==> config.mk <==
export PLATFORM = sky130hd
export DESIGN_NAME = mem_port_arbiter
export DESIGN_NICKNAME = d
export VERILOG_FILES = /design/src/rtl/mem_arb_pkg.sv /design/src/rtl/mem_port_arbiter_mux.sv /design/src/rtl/mem_port_arbiter.sv
export SDC_FILE = /design/constraint.sdc
export NUM_CORES = 1
export LEC_CHECK = 0
export CAP_MARGIN = 20
export CORE_AREA = 2 2 202 204
export DETAILED_ROUTE_END_ITERATION = 10
export DIE_AREA = 0 0 204 206
export REMOVE_ABC_BUFFERS = 1
export SKIP_LAST_GASP = 1
export SYNTH_ARGS = -nofsm -noshare
export SYNTH_HDL_FRONTEND = slang
export SYNTH_HIERARCHICAL = 1
export SYNTH_SLANG_ARGS = --single-unit
==> constraint.sdc <==
create_clock -name clk -period 8.8 [get_ports clk]
set_input_delay 0.88 -clock clk [delete_from_list [all_inputs] [get_ports clk]]
set_output_delay 0.88 -clock clk [all_outputs]
set_load 0.1 [all_outputs]
==> src/rtl/mem_arb_pkg.sv <==
// Shared types for the two-port memory arbiter.
// State encoding, port ids and the tie-break helper.
package mem_arb_pkg;

  typedef enum logic [1:0] {
    IDLE,
    ISSUE,
    WAIT,
    DONE
  } arb_state_t;

  localparam logic PORT_IF = 1'b0;
  localparam logic PORT_DM = 1'b1;

  // Winner for a request pair; ties use
  // round-robin or data-port priority.
  function automatic logic arb_pick(
    input logic r0,
    input logic r1,
    input logic last,
    input logic rr
  );
    logic w;
    w = PORT_IF;
    if (r0 && r1)
      w = rr ? ~last : PORT_DM;
    else if (r1)
      w = PORT_DM;
    return w;
  endfunction

endpackage

==> src/rtl/mem_port_arbiter_mux.sv <==
// Request-path mux bank: bitwise 2:1 muxes
// steered by the registered port select.
module mux2_1 (
  input  logic i_a,
  input  logic i_b,
  input  logic i_sel,
  output logic o_y
);

  assign o_y = i_sel ? i_b : i_a;

endmodule

module mux2_1_bus #(
  parameter int WIDTH = 1
) (
  input  logic [WIDTH-1:0] i_a,
  input  logic [WIDTH-1:0] i_b,
  input  logic             i_sel,
  output logic [WIDTH-1:0] o_y
);

  for (genvar g = 0; g < WIDTH; g++) begin : g_bit
    mux2_1 u_mux (
      .i_a  (i_a[g]),
      .i_b  (i_b[g]),
      .i_sel(i_sel),
      .o_y  (o_y[g])
    );
  end

endmodule

==> src/rtl/mem_port_arbiter.sv <==
// Two-requester arbiter for one single-ported
// memory: fetch on port 0, data on port 1.
module mem_port_arbiter
  import mem_arb_pkg::*;
#(
  parameter int ADDR_W = 64,
  parameter int DATA_W = 64,
  parameter bit RR_EN  = 1'b1
) (
  input  logic              clk,
  input  logic              reset_n,
  input  logic              req0,
  input  logic              req1,
  input  logic [ADDR_W-1:0] addr0,
  input  logic [ADDR_W-1:0] addr1,
  input  logic [DATA_W-1:0] wdata0,
  input  logic [DATA_W-1:0] wdata1,
  input  logic              we0,
  input  logic              we1,
  output logic              gnt0,
  output logic              gnt1,
  output logic              done0,
  output logic              done1,
  output logic [DATA_W-1:0] rdata,
  output logic              sel,
  output logic              mem_en,
  output logic              mem_we,
  output logic [ADDR_W-1:0] mem_addr,
  output logic [DATA_W-1:0] mem_wdata,
  input  logic              mem_ack,
  input  logic [DATA_W-1:0] mem_rdata
);

  arb_state_t        r_state;
  arb_state_t        w_state_nxt;
  logic              r_sel;
  logic              w_sel_nxt;
  logic              r_last_gnt;
  logic [DATA_W-1:0] r_rdata;
  logic              w_busy;
  logic              w_done;
  logic              w_ack;

  // State and port select; select only moves
  // when leaving IDLE.
  always_ff @(posedge clk or negedge reset_n) begin
    if (!reset_n) begin
      r_state <= IDLE;
      r_sel   <= PORT_IF;
    end else begin
      r_state <= w_state_nxt;
      r_sel   <= w_sel_nxt;
    end
  end

  // Next state and winner selection.
  always_comb begin
    w_state_nxt = r_state;
    w_sel_nxt   = r_sel;
    unique case (r_state)
      IDLE: begin
        if (req0 || req1) begin
          w_sel_nxt   = arb_pick(req0, req1,
                                 r_last_gnt, RR_EN);
          w_state_nxt = ISSUE;
        end
      end
      ISSUE: w_state_nxt = WAIT;
      WAIT: begin
        if (mem_ack)
          w_state_nxt = DONE;
      end
      DONE: w_state_nxt = IDLE;
      default: w_state_nxt = IDLE;
    endcase
  end

  assign w_ack = (r_state == WAIT) && mem_ack;

  // Capture read data and remember the winner
  // once memory acknowledges.
  always_ff @(posedge clk or negedge reset_n) begin
    if (!reset_n) begin
      r_rdata    <= '0;
      r_last_gnt <= PORT_DM;
    end else if (w_ack) begin
      if (!mem_we)
        r_rdata <= mem_rdata;
      r_last_gnt <= r_sel;
    end
  end

  assign w_busy = (r_state != IDLE);
  assign w_done = (r_state == DONE);

  assign gnt0   = w_busy && (r_sel == PORT_IF);
  assign gnt1   = w_busy && (r_sel == PORT_DM);
  assign done0  = w_done && (r_sel == PORT_IF);
  assign done1  = w_done && (r_sel == PORT_DM);
  assign mem_en = (r_state == ISSUE);
  assign sel    = r_sel;
  assign rdata  = r_rdata;

  mux2_1_bus #(.WIDTH(ADDR_W)) u_mux_addr (
    .i_a  (addr0),
    .i_b  (addr1),
    .i_sel(r_sel),
    .o_y  (mem_addr)
  );

  mux2_1_bus #(.WIDTH(DATA_W)) u_mux_wdata (
    .i_a  (wdata0),
    .i_b  (wdata1),
    .i_sel(r_sel),
    .o_y  (mem_wdata)
  );

  mux2_1_bus #(.WIDTH(1)) u_mux_we (
    .i_a  (we0),
    .i_b  (we1),
    .i_sel(r_sel),
    .o_y  (mem_we)
  );

endmodule

# Yosys cells after proc, flatten, opt, wreduce, memory -nomap -nowiden
# Cells that the tools add are included.
# word_totals
in_bits,327
register_bits,68
# op_classes
n_reduce_logical,12
n_mux,134
eq_ne,5
n_bitwise,3
# ops
cell,n
$mux 1,131
$pmux 2 s4,1
$logic_and 1x1->1,6
$reduce_and 2->1,3
$eq 2x2->1 const B,2
$mux 2,2
$ne 2x2->1 const B,2
$not 1->1,3
$eq 2x1->1 const B,1
$logic_not 2->1,1
$reduce_bool 2->1,1
$logic_or 1x1->1,1

# Depth between registers and ports, before layout
# logic_depth
depth_word,3
depth_mapped,7

# Cells and area by module
# The synthesis kept the hierarchy.
# by_module_without_submodules
module,area_per_inst_um2,seq_area_each_um2,instances,cells_per_inst
mem_port_arbiter,2950.3,1702.9,1,161
mux2_1,15.0,0.0,129,1

# Least setup slack after synthesis
# Ideal clock, no wire load.
# synth_path
path_kind,flip-flop to output port
start,register r_sel (netlist: sel)
end,output port gnt0
setup_slack_ns,0.215
stages_incl_launch_ff,2
t_arrival_ns,7.705
required_time_ns,7.920
path_cell_list,dfrtp_1 -> nor2_1
# synth_via
elab_chain_len,2
# synth_lines
item,line,source
"start, declared",mem_port_arbiter.sv:36,logic r_sel;
"start signal, assigned",mem_port_arbiter.sv:52,r_sel <= w_sel_nxt;
$not 1->1,mem_port_arbiter.sv:96,assign gnt0 = w_busy && (r_sel == PORT_IF);
$logic_and 1x1->1,mem_port_arbiter.sv:96,
"end, declared",mem_port_arbiter.sv:20,"output logic gnt0,"
# Every way passes these cells.

# Final worst setup path
# layout_path
start,register r_sel (netlist: sel)
end,output port mem_addr[23]
# layout_via
elab_chain_len,1
# layout_lines
item,line,source
$mux 1,mem_port_arbiter_mux.sv:10,assign o_y = i_sel ? i_b : i_a;
"end, declared",mem_port_arbiter.sv:28,"output logic [ADDR_W-1:0] mem_addr,"
# Every way passes these cells.

==> out/metrics.yaml <==
sta:
  final-hold-violation-count: 0
  period_needed_ns: 4.24
  finalSetupViolCount: 0
  tns_ns: 0
  fin_crit_sh_pct: 48.2
  rsz0062_at_grt: "false"
  maxSlewViolCount: 0
  slew_headroom_pct: 26.7
  tightestPinTransition_ns: 1.10
  timing.fmax_mhz: 236
  fin_skew_ns: 0.00679
clock_network:
  htree_num_levels: 3
  clockBufferDepth: 2
  cts_made_buffers: 9
  post-cts-setup-buffers: 0
  path_clk_slew_ns: 0.06
  cts_sinks: 68
  clock_latency_ns: 0.33
  cts_hold_buf: 0
  clockRootBuffer: "clkbuf_16"
  cts_tree: "yes"
  cts-resized-gates: 0
job:
  maxCapViolations: 0
logic_synthesis:
  syn_area_per_cell_um2: 16.9
  yosysSeqAreaShare_pct: 34.8
  ys_warn_count: 6
  syn_area_um2: 4890
  synth_cells: 290
  ys_ff_latch: 68
  yosysUniqueCellTypes: 17
cells_and_area:
  n_antenna_cell: 0
  nFillCells: 4148
  layout-drive-gt1-share_pct: 26.5
  syn_to_final_growth_pct: 126
  fin_nets: 1154
die:
  io_pins: 526
  die_h_um: 206
  die_x_um: 204
  core_um2: 40200
  num_rows: 74
  start_util_pct: 12.2
  dieArea_um2: 42000
detailed_routing:
  ant_nets: 0
  drt-vias-per-instance: 3.34
  vias: 4544
  wl_um: 22100
  first_pass_iters: 4
  first_iter_violations: 113
  wl_per_cell_um: 16.2
  drc: 0
critical_path:
  r2r_cells: 4
  cp_slowest_cell: "clkdlybuf4s50_1"
  path_class: "flip-flop to output pin"
  required_ns: 7.92
  end_kind: "output pin"
  crit_arrival_ns: 3.36
  timing.rr.end: "rdata[43]"
  critPathLaunchType: "flip-flop"
  rrSetupSlack_ns: 6.04
  crit_chain: "buf_12 > mux2_4 > clkdlybuf4s50_1"
  path_max_fanout: 109
  rr_startpoint: "sel"
  cpPeakStageDelay_ns: 1.18
grt:
  grt_pass1_wl_um: 29300
  grt-ovfl-total: 0
  busiest_layer: "met2"
  grt_max_degree: 110
  grt.met1_usage_pct: 10.5
  gr-usage-all-layers_pct: 9.33
  met2_usage_pct: 16.8
  grtUsageMet3_pct: 3.17
  antenna_found_initial: 3
  grt_pass1_vias: 4558
place:
  port_buffers: 525
  place_hpwl_um: 18400
  gp_congestion: 0.711
outcome:
  outcome: "finished, final reports clean"
hold_path:
  hold_class: "input pin to async pin"
==> cells in the mapped netlist <==
master / count / area, µm²
mux2_4: 189 / 2840
dfrtp_1: 67 / 1680
buf_12: 6 / 120
mux2_2: 6 / 67.6
ha_1: 5 / 62.6
inv_1: 3 / 11.3
nand2_1: 3 / 11.3
nor2b_1: 2 / 12.5
a21oi_1: 1 / 5.00
a32o_1: 1 / 10.0
and2_1: 1 / 6.26
buf_6: 1 / 11.3
dfstp_2: 1 / 26.3
nor2_1: 1 / 3.75
nor3b_1: 1 / 7.51
o32a_2: 1 / 11.3
or2_1: 1 / 6.26
==> logic make-up (layout without fill, tap and decap cells) <==
| logic type | Yosys count | after routing | synth area share [%] |
|---|---|---|---|
| mux | 195 | 195 | 59.4 |
| flops | 68 | 68 | 34.8 |
| buf+inv | 10 | 547 | 2.92 |
| simple gates | 9 | 9 | 0.973 |
| fa+ha+maj | 5 | 5 | 1.28 |
| compound gates | 3 | 3 | 0.538 |
==> per-stage QoR <==
stage | util (%) | area [µm²] | cells | hold WS (ns) | setup slack, ns
global placement | 26.7 | 10700 | 1343 | 0.491 | 4.93
CTS | 27.5 | 11100 | 1359 | 0.333 | 4.54
floorplan | - | 4760 | 283 | 0.526 | -0.174
global route | 27.5 | 11100 | 1359 | 0.335 | 4.42
finish | 27.5 | 11100 | 1359 | 0.354 | 4.56
detailed placement | 26.7 | 10700 | 1343 | 0.491 | 4.92
==> layer usage <==
layer	vias up	wire, µm
met1	2132	8160
met2	259	11400
li1	2135	-
met5	-	0
met4	0	269
met3	18	2250
==> worst max-delay path by stage <==
stage          slack [ns]            to  cells after the start  start
2_1_floorplan       -0.17     rdata[42]                      3    sel
3_3_place_gp         4.93  mem_addr[47]                      3    sel
3_5_place_dp         4.92  mem_addr[47]                      3    sel
4_1_cts              4.54  mem_addr[47]                      3    sel
5_1_grt              4.42  mem_addr[23]                      3    sel
6_report             4.56  mem_addr[23]                      3    sel
==> area by class of cell <==
class                      count  area (µm²)  area share [%]
tap                          532         666            6.02
clock buffer                  11         243            2.19
multi-input combinational    212        3040            27.5
clock inverter                 5         108           0.973
timing repair buffer         528        5290            47.8
inverter                       3        11.3           0.102
sequential                    68        1710            15.4
==> worst max-delay path: cells and delay by family, from the launching register on <==
kind                   cells  cell delay (ns)
buffers and inverters      2             1.79
DFF                        1             0.74
muxes                      1             0.28
==> cell usage in the layout, fill, tap and decap left out <==
cell type and n:
mux2_4 189, bufinv_16 3, inv_1 3, dfstp_2 1
nor2b_1 2, dfrtp_1 66, a21oi_1 1, buf_4 4
clkbuf_1 1, a32o_1 1, buf_12 1, mux2_2 6
or2_4 1, o32a_2 1, clkbuf_16 9, nor2_1 1
dfrtp_4 1, clkdlybuf4s50_1 523, and2_1 1, ha_1 5
nand2_1 3, inv_6 1, clkinv_4 1, nor3b_1 1
clkbuf_8 1
==> registers in the layout, indices dropped and copies added, names as in the netlist <==
register	count
sel	1
r_last_gnt	1
r_state	2
rdata	64
Power is left out: the tool's default activity adds up to more than one toggle a clock period on the data nets, which glitch-free logic cannot reach.
